### src/rtl/addsub_arbiter.sv
// addsub_arbiter
// Two requesters share one WIDTH-bit add/subtract datapath. A round-robin
// arbiter grants one request at a time. A three-state FSM captures the
// operands, computes the result and holds the response until it is accepted.
//
// state | meaning
// ------+-----------------------------------------------------------
// IDLE  | arbitrate; winner's ready is high; capture on handshake
// EXEC  | compute the (WIDTH+1)-bit result from the captured operands
// RESP  | hold rsp_* stable until rsp_ready; count the completion
//
// Ports:
//   clk, rst                    clock, synchronous active-high reset
//   req0_valid/ready/x/y/s      requester 0 handshake, operands, op (1 = sub)
//   req1_valid/ready/x/y/s      requester 1 handshake, operands, op (1 = sub)
//   rsp_valid/ready             response handshake
//   rsp_id, rsp_result          owning requester, result (bit WIDTH = carry/borrow)
//   busy                        FSM not in IDLE
//   ops_done                    completed response handshakes (wraps)
module addsub_arbiter #(
  parameter int WIDTH = 4,
  parameter int CNT_W = 8
) (
  input  logic             clk,
  input  logic             rst,
  input  logic             req0_valid,
  output logic             req0_ready,
  input  logic [WIDTH-1:0] req0_x,
  input  logic [WIDTH-1:0] req0_y,
  input  logic             req0_s,
  input  logic             req1_valid,
  output logic             req1_ready,
  input  logic [WIDTH-1:0] req1_x,
  input  logic [WIDTH-1:0] req1_y,
  input  logic             req1_s,
  output logic             rsp_valid,
  input  logic             rsp_ready,
  output logic             rsp_id,
  output logic [WIDTH:0]   rsp_result,
  output logic             busy,
  output logic [CNT_W-1:0] ops_done
);

  typedef enum logic [1:0] {
    IDLE = 2'd0,
    EXEC = 2'd1,
    RESP = 2'd2
  } state_t;

  state_t           state;
  logic             last_grant;
  logic [WIDTH-1:0] cap_x;
  logic [WIDTH-1:0] cap_y;
  logic             cap_s;
  logic             cap_id;

  logic             grant0;
  logic             grant1;
  logic [WIDTH:0]   sum;
  logic [WIDTH:0]   diff;

  // On a tie the requester that was not granted last time wins; the two
  // terms are mutually exclusive because last_grant picks exactly one.
  assign grant0 = (state == IDLE) && req0_valid && (!req1_valid || last_grant);
  assign grant1 = (state == IDLE) && req1_valid && (!req0_valid || !last_grant);

  assign req0_ready = grant0;
  assign req1_ready = grant1;
  assign busy       = (state != IDLE);

  // Zero-extended operands: bit WIDTH of sum is the carry, of diff the borrow.
  assign sum  = {1'b0, cap_x} + {1'b0, cap_y};
  assign diff = {1'b0, cap_x} - {1'b0, cap_y};

  always_ff @(posedge clk) begin
    if (rst) begin
      state      <= IDLE;
      last_grant <= 1'b1;
      cap_x      <= '0;
      cap_y      <= '0;
      cap_s      <= 1'b0;
      cap_id     <= 1'b0;
      rsp_valid  <= 1'b0;
      rsp_id     <= 1'b0;
      rsp_result <= '0;
      ops_done   <= '0;
    end else begin
      case (state)
        IDLE: begin
          if (grant0 || grant1) begin
            cap_x      <= grant1 ? req1_x : req0_x;
            cap_y      <= grant1 ? req1_y : req0_y;
            cap_s      <= grant1 ? req1_s : req0_s;
            cap_id     <= grant1;
            last_grant <= grant1;
            state      <= EXEC;
          end
        end
        EXEC: begin
          rsp_result <= cap_s ? diff : sum;
          rsp_id     <= cap_id;
          rsp_valid  <= 1'b1;
          state      <= RESP;
        end
        RESP: begin
          if (rsp_ready) begin
            rsp_valid <= 1'b0;
            ops_done  <= ops_done + CNT_W'(1);
            state     <= IDLE;
          end
        end
        default: state <= IDLE;
      endcase
    end
  end

endmodule

### config.mk
export PLATFORM = sky130hd
export DESIGN_NAME = addsub_arbiter
export DESIGN_NICKNAME = d
export VERILOG_FILES = /design/src/rtl/addsub_arbiter.sv
export SDC_FILE = /design/constraint.sdc
export NUM_CORES = 1
export LEC_CHECK = 0
export ABC_AREA = 1
export BUFFER_PORTS_ARGS = -buffer_cell sky130_fd_sc_hd__buf_2
export CORE_MARGIN = 5
export CORE_UTILIZATION = 51
export DETAILED_ROUTE_END_ITERATION = 8
export PLACE_DENSITY_LB_ADDON = 0.15
export SLEW_MARGIN = 5
export SYNTH_ARGS = -nofsm -noshare
export SYNTH_HDL_FRONTEND = slang
export SYNTH_SLANG_ARGS = --single-unit
export TNS_END_PERCENT = 30
### constraint.sdc
create_clock -name clk -period 2 [get_ports clk]
set_clock_uncertainty 0.15 [all_clocks]
set_input_delay 0.4 -clock clk [delete_from_list [all_inputs] [get_ports clk]]
set_output_delay 0.4 -clock clk [all_outputs]
set_load 0.005 [all_outputs]
# Word level (Yosys, flattened, before mapping)
# Index checks and enable logic that the tools add are counted.
[totals]
ff_bits = 28
out_inout_bits = 18
elab_cells = 43
[classes]
n_addsub = 3
eq_ne = 4
mux = 9
reduce_logical = 17
[ops]
columns = ["op", "count"]
rows = [
  ["8-bit by 1-bit adder with 8-bit output, second input constant", 1],
  ["4-bit 2-to-1 mux", 2],
  ["2-bit AND reduction", 4],
  ["2-bit one-hot mux with 3 select lines", 1],
  ["4-bit by 4-bit adder with 5-bit output", 1],
  ["5-bit 2-to-1 mux", 1],
  ["4-bit by 4-bit subtractor with 5-bit output", 1],
  ["1-bit logical AND", 4],
  ["2-bit 2-to-1 mux", 2],
  ["2-bit nonzero test", 2],
  ["1-bit logical NOT", 3],
  ["1-bit logical OR", 3],
  ["2-bit by 1-bit equality test with 1-bit output, second input constant", 1],
  ["2-bit equality test, second input constant", 1],
  ["2-bit logical NOT", 1],
  ["1-bit 2-to-1 mux", 2],
  ["2-bit by 1-bit != test with 1-bit output, second input constant", 1],
  ["2-bit != test, second input constant", 1],
  ["1-bit one-hot mux with 2 select lines", 1],
]

# Depth between registers and ports, before layout
# Gate-level depths: netlist of run 1.
[logic_depth]
word_depth = 6
ltp_mapped = 14

# Least setup slack after synthesis of run 1
# No wires, ideal clock.
[synth_timing]
kind = "register to register"
start = "register cap_y[0]"
end = "register rsp_result[4]"
arrival_time_ps = 1525
required_ps = 1741
slack_ps = 216
stages_incl_launch_ff = 11
path_buffers = 0
period_less_slack_ps = 1784
path_cell_list = "dfxtp_1 inv_1 ha_1 o21ai_0 fa_1 nand2_1 nand3_1 nand2_1 nand3_1 nand2_1 inv_1"
[synth_via]
elab_chain_len = 2
word_cells_on_any_way = 3
[synth_rtl]
columns = ["item", "line_no", "text"]
rows = [
  ["start, declared", "53", "logic [WIDTH-1:0] cap_y;"],
  ["start signal, assigned", "92", "cap_y <= grant1 ? req1_y : req0_y;"],
  ["4-bit by 4-bit adder with 5-bit output / 4-bit by 4-bit subtractor with 5-bit output (equally long branches)", "72, 73", ""],
  ["5-bit 2-to-1 mux *", "100", "rsp_result <= cap_s ? diff : sum;"],
  ["end signal, assigned", "100", ""],
  ["end, declared", "39", "output logic [WIDTH:0] rsp_result,"],
]
# Every way passes the cells marked *; elsewhere a longest branch is shown, timed or not.
# A chain may end at the register's enable or synchronous reset.

# Final worst setup path of run 1
[layout_timing]
start = "register cap_y[0]"
end = "register rsp_result[3]"
# Same word-level chain as after synthesis.

==> results of run 1 <==
==> Yosys cell counts, drive strengths merged <==
cell type	number
o21a	1
ha	6
o21ai	19
o211ai	1
clkbuf	3
a21oi	10
xnor2	1
fa	1
nor2	42
dfxtp	28
a22oi	1
xor2	2
buf	3
nand2	48
nor3	1
o21bai	3
inv	28
nand3	12
a31oi	1
nand4	1
==> worst paths after layout <==
check | endpoint | startpoint
setup / recovery | rsp_result[3] | cap_y[0]
hold / removal | rsp_valid | rst
setup reg to reg | rsp_result[3] | cap_y[0]
hold reg to reg | rsp_valid | rsp_valid
==> registers in the layout, summed over array words and instances, names as in the netlist <==
name	cells
ops_done	8
cap_x	4
state	2
cap_id	1
rsp_result	5
rsp_valid	1
rsp_id	1
cap_s	1
last_grant	1
cap_y	4
==> where the power goes <==
group	internal [mW]	leakage, nW	switching [mW]
Sequential	0.620	0.231	0.0435
Clock	0.203	0.0279	0.167
Combinational	0.217	0.650	0.273
==> kinds of logic (layout without fill, tap and decap cells) <==
group | after synthesis | after routing | share of synthesized area (%)
buf+inv | 34 | 76 | 9.22
simple gates | 104 | 104 | 30.3
flops | 28 | 28 | 38.6
xor+xnor | 3 | 3 | 1.81
fa+ha+maj | 7 | 7 | 6.55
compound gates | 36 | 36 | 13.5
==> metal layers <==
layer,part of all wire [%],up-vias
met2,51,23
met1,44,604
li1,-,749
met5,0,-
met3,5.0,2
met4,0.49,0
==> worst max-delay path, cell delays in order, from the launching register on <==
cell,delay (ps)
dfxtp_2,370
inv_1,60
ha_1,210
nor2_1,110
nor2_1,40
a22oi_1,150
ha_1,290
buf_4,150
nand3_1,90
nand3_1,80
nand2_1,60
nor2_1,40
nor2_1,70
==> repair_timing <==
action / CTS / global route
setup buffers: 0 / 1
hold buffers: 0 / 0
endpoints found under the setup margin: 0 / 3
gates resized for setup: 0 / 4
==> area by class of cell <==
cell class | count | area, µm² | area share [%]
Multi-Input combinational cell | 150 | 759 | 43.4
Sequential cell | 28 | 563 | 32.2
Timing Repair Buffer | 44 | 230 | 13.2
Inverter | 28 | 105 | 6.01
Tap cell | 31 | 38.8 | 2.22
Clock inverter | 1 | 30.0 | 1.72
Clock buffer | 3 | 22.5 | 1.29
==> through the flow <==
stage	setup slack, ps	total power [mW]	area [µm²]	util, %
after floorplan	216	1.02	1450	-
after global placement	106	1.14	1680	61.6
after detailed placement	40.5	1.15	1680	61.6
after CTS	18.4	1.52	1740	63.5
after global routing	-76.7	1.65	1750	64.0
final	81.5	1.52	1750	64.0
==> placed cells by master, fill, tap and decap left out, types with 2 or more instances in the layout <==
cell / synthesis / layout
a21oi_1: 10 / 10
buf_2: 2 / 40
buf_4: 1 / 4
clkbuf_4: 0 / 3
dfxtp_1: 28 / 26
dfxtp_2: 0 / 2
ha_1: 6 / 6
inv_1: 26 / 26
inv_2: 2 / 2
nand2_1: 47 / 47
nand3_1: 10 / 10
nor2_1: 40 / 40
nor2_2: 2 / 2
o21ai_0: 19 / 18
o21bai_1: 3 / 3
xor2_1: 2 / 2
==> impl_results.md, run 1 <==
* GRT Total Usage at 15.1%
* GR Overflow Total at 0
* Post-DR wirelength/cell at 10.1 µm
* PD cells at 871 nW/µm²
* Period utilisation layout at 95.9%
* LEAKAGE at 0.908 nW
* Endpoints failing setup at 0
* Synth area leaders: dfxtp_1 (39%), nand2_1 (12%), nor2_1 (10%)
* Core ar. at 2730 µm²
* Hold Path Cell Cnt at 2
* Met2 Resource Use GR at 28.4%
* FF+latch count, synth at 28
* Non-Filler Instances at 285
* Initial antenna violation count at 0
* Chip height at 63.3 µm
* Vias at 1,378
* Peak supply drop at 0.00101 V
* Drt initial violations at 52
* Worst-skew pair later-pin latency at 330 ps
* Hold Path Class: in2reg
* MaxCap Viol Count at 0
* DRT Pass-1 Iters at 5
* Initial core utilization at 53.1%
* Synth Warn # at 0
* Layout area overhead at 20.5%
* Post-detailed-route via-to-cell ratio at 4.84
* Met1 Track Usage GR at 16.6%
* TritonCTS Sinks at 28
* Cell taking the most area after synthesis: dfxtp_1
* FMAX at 521 MHz
* Clk buf depth at 2
* CTS tree: yes
* Final Max Tran Viols at 0
* Met3 Track Usage GR at 4.44%
* Outcome: completed
* Number of buffers created by CTS at 3
* Busiest grt layer: met2
* Seq/Total Area, Yosys at 38.6%
* GP Congestion at 0.762
* Largest net degree at the start of global routing at 22
* DRC violations left at 0
* Critical path class: reg2reg
* R2r setup slk at 80 ps
* Syn Nets at 242
* FP Rows at 19
* Port Buffer Count at 40
* Setup TNS at 0 ps
* Cell count of the worst reg-to-reg path at 12
* CP Max Fanout at 3
* Rel. slew slack at 64.9%
* Shortest period the worst path allows at 1920 ps
* Nets at 285
* Mapped Cells at 212
* Fraction of layout cells with a size suffix above 1 at 23.2%
* Die Area at 4010 µm²
* Unrepaired setup endpoints after global routing: true
* CP endpoint kind: register
* Worst EP required at 2130 ps
* Mapped cell area at 1450 µm²
* Number of H-tree levels at 1
* DP Cell Count at 280
* IO Pins at 41
* Antenna Violating Nets Remaining at 0
* Fin. Hold Viols at 0
* Avg Cell Area, Syn at 6.85 µm²
* WP data arrival at 2050 ps
* Hold slack final at 162 ps
* # diodes at 0
* Hpwl dp at 2.29 mm
* Die W at 63.3 µm
* First-pass GRT wire length at 5.09 mm
* Number of global-route vias before repair at 1,310
* Slew @ Worst Pin at 526 ps
* CP Launch Type: register
* Netlist cell types at 26
* Share of the synthesized area in the top cell type at 38.6%
* Fillcell total at 279
* Root buffer cell: clkbuf_4
* Final wirelength at 2.87 mm
* Worst-path clk slew at 150 ps
Power figures use the tool's default switching activity.
==> run 2: changes to the inputs <==
--- a/config.mk
+++ b/config.mk
@@ -7,8 +7,10 @@
 export LEC_CHECK = 0
 export ABC_AREA = 1
 export BUFFER_PORTS_ARGS = -buffer_cell sky130_fd_sc_hd__buf_2
+export CELL_PAD_IN_SITES_DETAIL_PLACEMENT = 1
+export CELL_PAD_IN_SITES_GLOBAL_PLACEMENT = 1
 export CORE_MARGIN = 5
-export CORE_UTILIZATION = 51
+export CORE_UTILIZATION = 35
 export DETAILED_ROUTE_END_ITERATION = 8
 export PLACE_DENSITY_LB_ADDON = 0.15
 export SLEW_MARGIN = 5
==> run 2 against run 1 <==
Compared with the run above: setup slack worse by 9.5 ps; critical path type unchanged; sequential share of layout area down 1.1 points; first-iteration DRC count down 25%; hold slack better by 70 ps; via count up 4.5%; total power up 7.8%; sequential power up 0.6%; critical path depth up 1; combinational power up 6.9%; critical endpoint is now rsp_result[4]; die area up 38%.
==> impl_results.md, run 2 (synthesis gave the netlist of run 1 again) <==
* Fraction of layout cells with a size suffix above 1 at 24.7% (+1.5 points)
* Die W at 74.4 µm (+17%)
* DRC violations left at 0 (unchanged)
* GRT Total Usage at 13.7% (-1.3 points)
* TritonCTS Sinks at 28 (unchanged)
* Initial antenna violation count at 0 (unchanged)
* FP Rows at 23 (+4)
* Layout area overhead at 25.2%
* IO Pins at 41 (unchanged)
* Rel. slew slack at 80.4% (+16 points)
* CTS tree: yes
* Final wirelength at 3.67 mm (+28%)
* Portion of total power attributed to the clock network at 27.5% (+3.2 points)
* DP Cell Count at 299 (+6.8%)
* WHS Endpoint: rsp_valid
* CP Launch Type: register
* Comb power frac at 31.9% (-0.3 points)
* CP Max Fanout at 4 (+1)
* Die Area at 5530 µm² (+38%)
* Antenna Violating Nets Remaining at 0 (unchanged)
* DRT Pass-1 Iters at 4 (-1)
* Commonest non-fill, non-tap cell in the layout: nand2_1
* Number of H-tree levels at 1 (unchanged)
* Largest net degree at the start of global routing at 17 (-23%)
* Drt initial violations at 39 (-25%)
* Hpwl dp at 2.84 mm (+24%)
* Port Buffer Count at 40 (unchanged)
* Cell count of the worst reg-to-reg path at 13 (+1)
* Period utilisation layout at 96.4% (+0.47 points)
* Unrepaired setup endpoints after global routing: true
* Hold path start: rst
* Worst-path clk slew at 100 ps (-50 ps)
* Hold Path Cell Cnt at 2 (unchanged)
* GR Overflow Total at 0 (unchanged)
* WP data arrival at 1970 ps (-80 ps)
* Endpoints failing setup at 0 (unchanged)
* Slew @ Worst Pin at 292 ps (-234 ps)
* Worst R2R Start: cap_y[2]
* Non-Filler Instances at 305 (+7.0%)
* Initial core utilization at 36.3% (-17 points)
* Max reg flops at 8 (unchanged)
* Critical path class: reg2reg
* Peak supply drop at 0.000543 V (-46%)
* Reg-to-Reg End: rsp_result[4]
* Vias at 1,440 (+4.5%)
* GP Congestion at 0.806 (+5.8%)
* Fin. Hold Viols at 0 (unchanged)
* LEAKAGE at 0.923 nW (+1.6%)
* Outcome: completed
* Worst-skew pair later-pin latency at 280 ps (-50 ps)
* Hold Path Class: in2reg
* CP endpoint kind: register
* MaxCap Viol Count at 0 (unchanged)
* # diodes at 0 (unchanged)
* Worst EP required at 2040 ps (-90 ps)
* Setup TNS at 0 ps (unchanged)
* Final Max Tran Viols at 0 (unchanged)
* First-pass GRT wire length at 6.03 mm (+18%)
* Reg power frac at 40.6% (-2.9 points)
* Chip height at 74.4 µm (+17%)
* Post-DR wirelength/cell at 12.0 µm (+19%)
* Number of buffers created by CTS at 3 (unchanged)
* Biggest registers after layout: ops_done: 8 flops, rsp_result: 5 flops
* Clk buf depth at 2 (unchanged)
* PD cells at 904 nW/µm² (+3.8%)
* Nets at 286 (+0.35%)
* Biggest register: ops_done
* Fillcell total at 525 (+88%)
* Most frequent cells in the layout: nand2_1 (47), nor2_1 (40), buf_2 (40)
* Hold buffers post-CTS at 0 (unchanged)
* R2r setup slk at 70 ps (about the same)
* Number of global-route vias before repair at 1,400 (+6.9%)
* Root buffer cell: clkbuf_8
* Post-detailed-route via-to-cell ratio at 4.72 (-2.4%)
* Net Sw Frac at 32.2% (+0.43 points)
* Internal Pwr Total at 1.11 mW (+7.1%)
* Shortest period the worst path allows at 1930 ps (+9.47 ps)
* Core ar. at 4000 µm² (+46%)
* P_sw at 0.528 mW (+9.3%)
* FMAX at 519 MHz (-0.49%)
-- run 2: how the worst max path moves through the flow --
stage / from / end / slack, ps
2_1_floorplan: cap_y[0] / rsp_result[4] / 220
3_3_place_gp: cap_y[0] / rsp_result[3] / 90
3_5_place_dp: cap_y[0] / rsp_result[1] / 50
4_1_cts: cap_y[0] / rsp_result[1] / 40
5_1_grt: cap_y[1] / rsp_result[4] / -100
6_report: cap_y[2] / rsp_result[4] / 70
-- run 2: final cells by class --
cell class	instances	area [µm²]	area share (%)
tap	50	62.6	3.44
multi-input combinational	150	776	42.7
inverter	28	105	5.79
timing repair buffer	45	238	13.1
sequential	28	564	31.1
clock buffer	3	41.3	2.27
clock inverter	1	30.0	1.65
-- run 2: worst max-delay path: stages (launching register included) --
cell,delay (ps)
dfxtp_2,350
inv_1,80
a31oi_2,230
xor2_1,160
inv_1,60
ha_1,330
nand2_1,90
inv_1,50
nand2_1,50
nand3_1,70
nand2_1,60
nand3_1,60
nand2_1,60
inv_1,30
-- run 2: layer usage --
layer,wire length (µm),vias up,track usage (%)
met5,0,-,0
met4,27,0,2.96
met3,184,4,3.78
met2,1880,21,25.9
met1,1580,664,15.2
li1,-,751,-
-- run 2: repair_timing --
action / in CTS / in global routing
hold endpoints to repair: 0 / 0
setup buffers: 0 / 2
setup endpoints to repair: 0 / 4
resized for setup: 0 / 8
-- run 2: power groups by stage --
| stage | registers (mW) | logic, mW | clock network, mW |
|---|---|---|---|
| after floorplan | 0.668 | 0.350 | 0 |
| after global placement | 0.675 | 0.480 | 0 |
| after detailed placement | 0.676 | 0.490 | 0 |
| after CTS | 0.664 | 0.497 | 0.469 |
| after global routing | 0.676 | 0.598 | 0.492 |
| final | 0.667 | 0.524 | 0.452 |
-- run 2: through the flow --
stage / hold slack (ps) / cell area [µm²] / setup WS [ps] / power (mW) / utilization [%]
after floorplan: 291 / 1450 / 216 / 1.02 / -
after global placement: 305 / 1710 / 91.6 / 1.16 / 42.7
after detailed placement: 308 / 1710 / 48.5 / 1.17 / 42.7
after CTS: 225 / 1780 / 38.0 / 1.63 / 44.5
after global routing: 244 / 1820 / -95.9 / 1.77 / 45.4
final: 233 / 1820 / 72.0 / 1.64 / 45.4
==> run 3: changes to the inputs <==
--- a/config.mk
+++ b/config.mk
@@ -5,14 +5,13 @@
 export SDC_FILE = /design/constraint.sdc
 export NUM_CORES = 1
 export LEC_CHECK = 0
-export ABC_AREA = 1
 export BUFFER_PORTS_ARGS = -buffer_cell sky130_fd_sc_hd__buf_2
 export CELL_PAD_IN_SITES_DETAIL_PLACEMENT = 1
 export CELL_PAD_IN_SITES_GLOBAL_PLACEMENT = 1
 export CORE_MARGIN = 5
-export CORE_UTILIZATION = 35
+export CORE_UTILIZATION = 38
 export DETAILED_ROUTE_END_ITERATION = 8
-export PLACE_DENSITY_LB_ADDON = 0.15
+export PLACE_DENSITY_LB_ADDON = 0.1
 export SLEW_MARGIN = 5
 export SYNTH_ARGS = -nofsm -noshare
 export SYNTH_HDL_FRONTEND = slang
==> run 3 against run 2 <==
Compared with the run above: first-iteration DRC count is 62% higher; sequential power is 1% lower; synthesized area is 0.95% higher; die area is 6.1% lower; sequential share of layout area is 1.2 points lower; global-route usage is 3.2 points higher; synthesized cell count is 22% lower; core utilization is 6.3 points higher; critical path depth is 6 lower; setup slack worse by 39 ps; largest power group unchanged; cell area is 5.0% higher; sequential cell count stayed put; critical endpoint unchanged.
==> impl_results.md, run 3 <==
* Die Area at 5200 µm² (-6.1%)
* Worst-skew pair later-pin latency at 280 ps (about the same)
* Crit-path cells: nor3_2, nor2_1, xnor2_1, ha_1, a21oi_2, a211o_1, a311oi_2
* Clk buf depth at 2 (unchanged)
* Main synth FF type: dfxtp_1
* Seq/Total Area, Yosys at 38.3% (-0.36 points)
* Initial core utilization at 39.7% (+3.4 points)
* Fin. Hold Viols at 0 (unchanged)
* Nets at 241 (-16%)
* GR Overflow Total at 0 (unchanged)
* Avg Cell Area, Syn at 8.83 µm² (+29%)
* CP startpoint: cap_y[0]
* Initial antenna violation count at 0 (unchanged)
* Synth Warn # at 0 (unchanged)
* Die W at 72.1 µm (-3.1%)
* Worst-path clk slew at 100 ps (about the same)
* Worst EP required at 2040 ps (about the same)
* Netlist cell types at 41 (+58%)
* Hold Path Class: in2reg
* Final Max Tran Viols at 0 (unchanged)
* Period utilisation layout at 98.4% (+2.0 points)
* # diodes at 0 (unchanged)
* Commonest non-fill, non-tap cell in the layout: buf_2
* Chip height at 72.1 µm (-3.1%)
* CP Buf/Inv Count at 0 (-4)
* FMAX at 508 MHz (-2.0%)
* Number of global-route vias before repair at 1,458 (+4.1%)
* TritonCTS Sinks at 28 (unchanged)
* Port Buffer Count at 40 (unchanged)
* Antenna Violating Nets Remaining at 0 (unchanged)
* GP Congestion at 0.807 (+0.11%)
* CTS tree: yes
* Root buffer cell: clkbuf_8
* FF+latch count, synth at 28 (unchanged)
* Share of the synthesized area in the top cell type at 38.3% (-0.36 points)
* Hold Path Cell Cnt at 3 (+1)
* Vias at 1,495 (+3.8%)
* Largest net degree at the start of global routing at 31 (+14)
* Biggest register: ops_done
* Hold path start: rsp_ready
* Pre-CTS WS at -78.7 ps (-127 ps)
* GRT Total Usage at 16.9% (+3.2 points)
* Delay-heaviest family, CP: compound AO/OA/AOI/OAI gates
* Cell count of the worst reg-to-reg path at 7 (-6)
* Fin worst setup slack at 33.0 ps (-39.0 ps)
* CP max-delay cell: ha_1
* Fraction of layout cells with a size suffix above 1 at 36.2% (+11 points)
* Asr flop ratio synth at 0% (unchanged)
* Synth cell count leaders: dfxtp_1 (28), a21oi_1 (21), nor2_1 (12)
* Post-DR wirelength/cell at 17.4 µm (+45%)
* Critical path class: reg2reg
* CP endpoint kind: register
* Rel. slew slack at 58.9% (-22 points)
* Top-count cell post-synth: dfxtp_1
* Layout area overhead at 30.1%
* Crit path depth at 7 (-6)
* Mapped cell area at 1470 µm² (+0.95%)
* Core ar. at 3690 µm² (-7.8%)
* FP Rows at 22 (-4.3%)
* Post-detailed-route via-to-cell ratio at 5.79 (+23%)
* Final wirelength at 4.50 mm (+23%)
* LEAKAGE at 0.772 nW (-16%)
* Slew @ Worst Pin at 602 ps (+310 ps)
* CP Launch Type: register
* CP Max Fanout at 3 (-1)
* Drt initial violations at 63 (+62%)
* Unrepaired setup endpoints after global routing: true
* MaxCap Viol Count at 0 (unchanged)
* Biggest registers after layout: ops_done: 8 flops, rsp_result: 5 flops
* Hold buffers post-CTS at 0 (unchanged)
* Number of H-tree levels at 1 (unchanged)
* IO Pins at 41 (unchanged)
* WP data arrival at 2010 ps (+40 ps)
* Number of buffers created by CTS at 3 (unchanged)
* Max reg flops at 8 (unchanged)
* Endpoints failing setup at 0 (unchanged)
* Peak supply drop at 0.000308 V (-43%)
* Outcome: completed
* Synth area leaders: dfxtp_1 (38%), a21oi_1 (7.2%), a2111oi_0 (5.4%)
* DRT Pass-1 Iters at 4 (unchanged)
* Cell taking the most area after synthesis: dfxtp_1
* Hpwl dp at 3.14 mm (+11%)
* Final instance area at 1910 µm² (+5.0%)
* PD cells at 861 nW/µm² (-4.7%)
* Worst R2R Start: cap_y[0]
* Post-synth EDFFs at 0 (unchanged)
* Slowest stage delay, CP at 360 ps (about the same)
* Mapped Cells at 166 (-22%)
* Post-DP Area at 1720 µm² (+0.44%)
* Syn Nets at 196 (-19%)
* Shortest period the worst path allows at 1970 ps (+39.0 ps)
* Most frequent cells in the layout: buf_2 (40), dfxtp_1 (23), a21oi_1 (19)
* DRC violations left at 0 (unchanged)
* First-pass GRT wire length at 7.04 mm (+17%)
[run 3: final cells by class]
class | instances | area [µm²]
sequential | 28 | 569
multi-input combinational | 120 | 901
fill | 462 | 1780
clock inverter | 1 | 30.0
clock buffer | 3 | 41.3
tap | 48 | 60.1
timing repair buffer | 50 | 275
inverter | 8 | 30.0
[run 3: tightest hold or removal path, cell delays in order]
cell and delay [ps]:
buf_2 120, or3b_2 120, a21oi_1 60
[run 3: cell families (layout without fill, tap and decap cells)]
family | count (synthesis) | after routing | share of synthesized area, %
adder cells (fa/ha/maj) | 7 | 7 | 6.49
AND/OR/NAND/NOR | 63 | 63 | 26.6
AO/OA/AOI/OAI | 43 | 43 | 19.5
XOR/XNOR | 5 | 5 | 2.99
flip-flops | 28 | 28 | 38.3
multiplexers | 2 | 2 | 1.37
buffers and inverters | 18 | 62 | 4.78
[run 3: repair_timing]
item | 4_1_cts | 5_1_grt
gates cloned | 0 | 0
buffers inserted | 4 | 2
resized for setup | 10 | 9
pin swaps | 5 | 5
setup endpoints to repair | 2 | 6
[run 3: final timing paths]
path | endpoint | slack [ps]
max | rsp_result[4] | 30
min reg2reg | rsp_id | 330
max reg2reg | rsp_result[4] | 30
min | state[1] | 320
[run 3: per-layer routing]
layer / global-route usage, % / vias to the layer above / wire (µm)
li1: - / 718 / -
met3: 3.05 / 7 / 224
met1: 22.1 / 731 / 2010
met2: 28.8 / 39 / 2220
met5: 0 / - / 0
met4: 4.18 / 0 / 51
[run 3: report_power, final]
| part | switching, mW | total, mW | internal [mW] |
|---|---|---|---|
| Sequential | 0.0492 | 0.660 | 0.611 |
| Clock | 0.187 | 0.455 | 0.268 |
| Combinational | 0.273 | 0.528 | 0.255 |
| Total | 0.509 | 1.64 | 1.13 |
[run 3: metrics by stage]
step | setup TNS, ps | std cells | power, mW | hold WS, ps | utilization (%)
final | 0 | 258 | 1.64 | 316 | 51.7
after global routing | -94.6 | 258 | 1.74 | 314 | 51.7
after CTS | -8.87 | 256 | 1.59 | 318 | 50.4
after detailed placement | -147 | 248 | 1.08 | 310 | 46.5
after global placement | 0 | 248 | 1.05 | 292 | 46.5
after floorplan | 0 | 166 | 0.930 | 281 | -
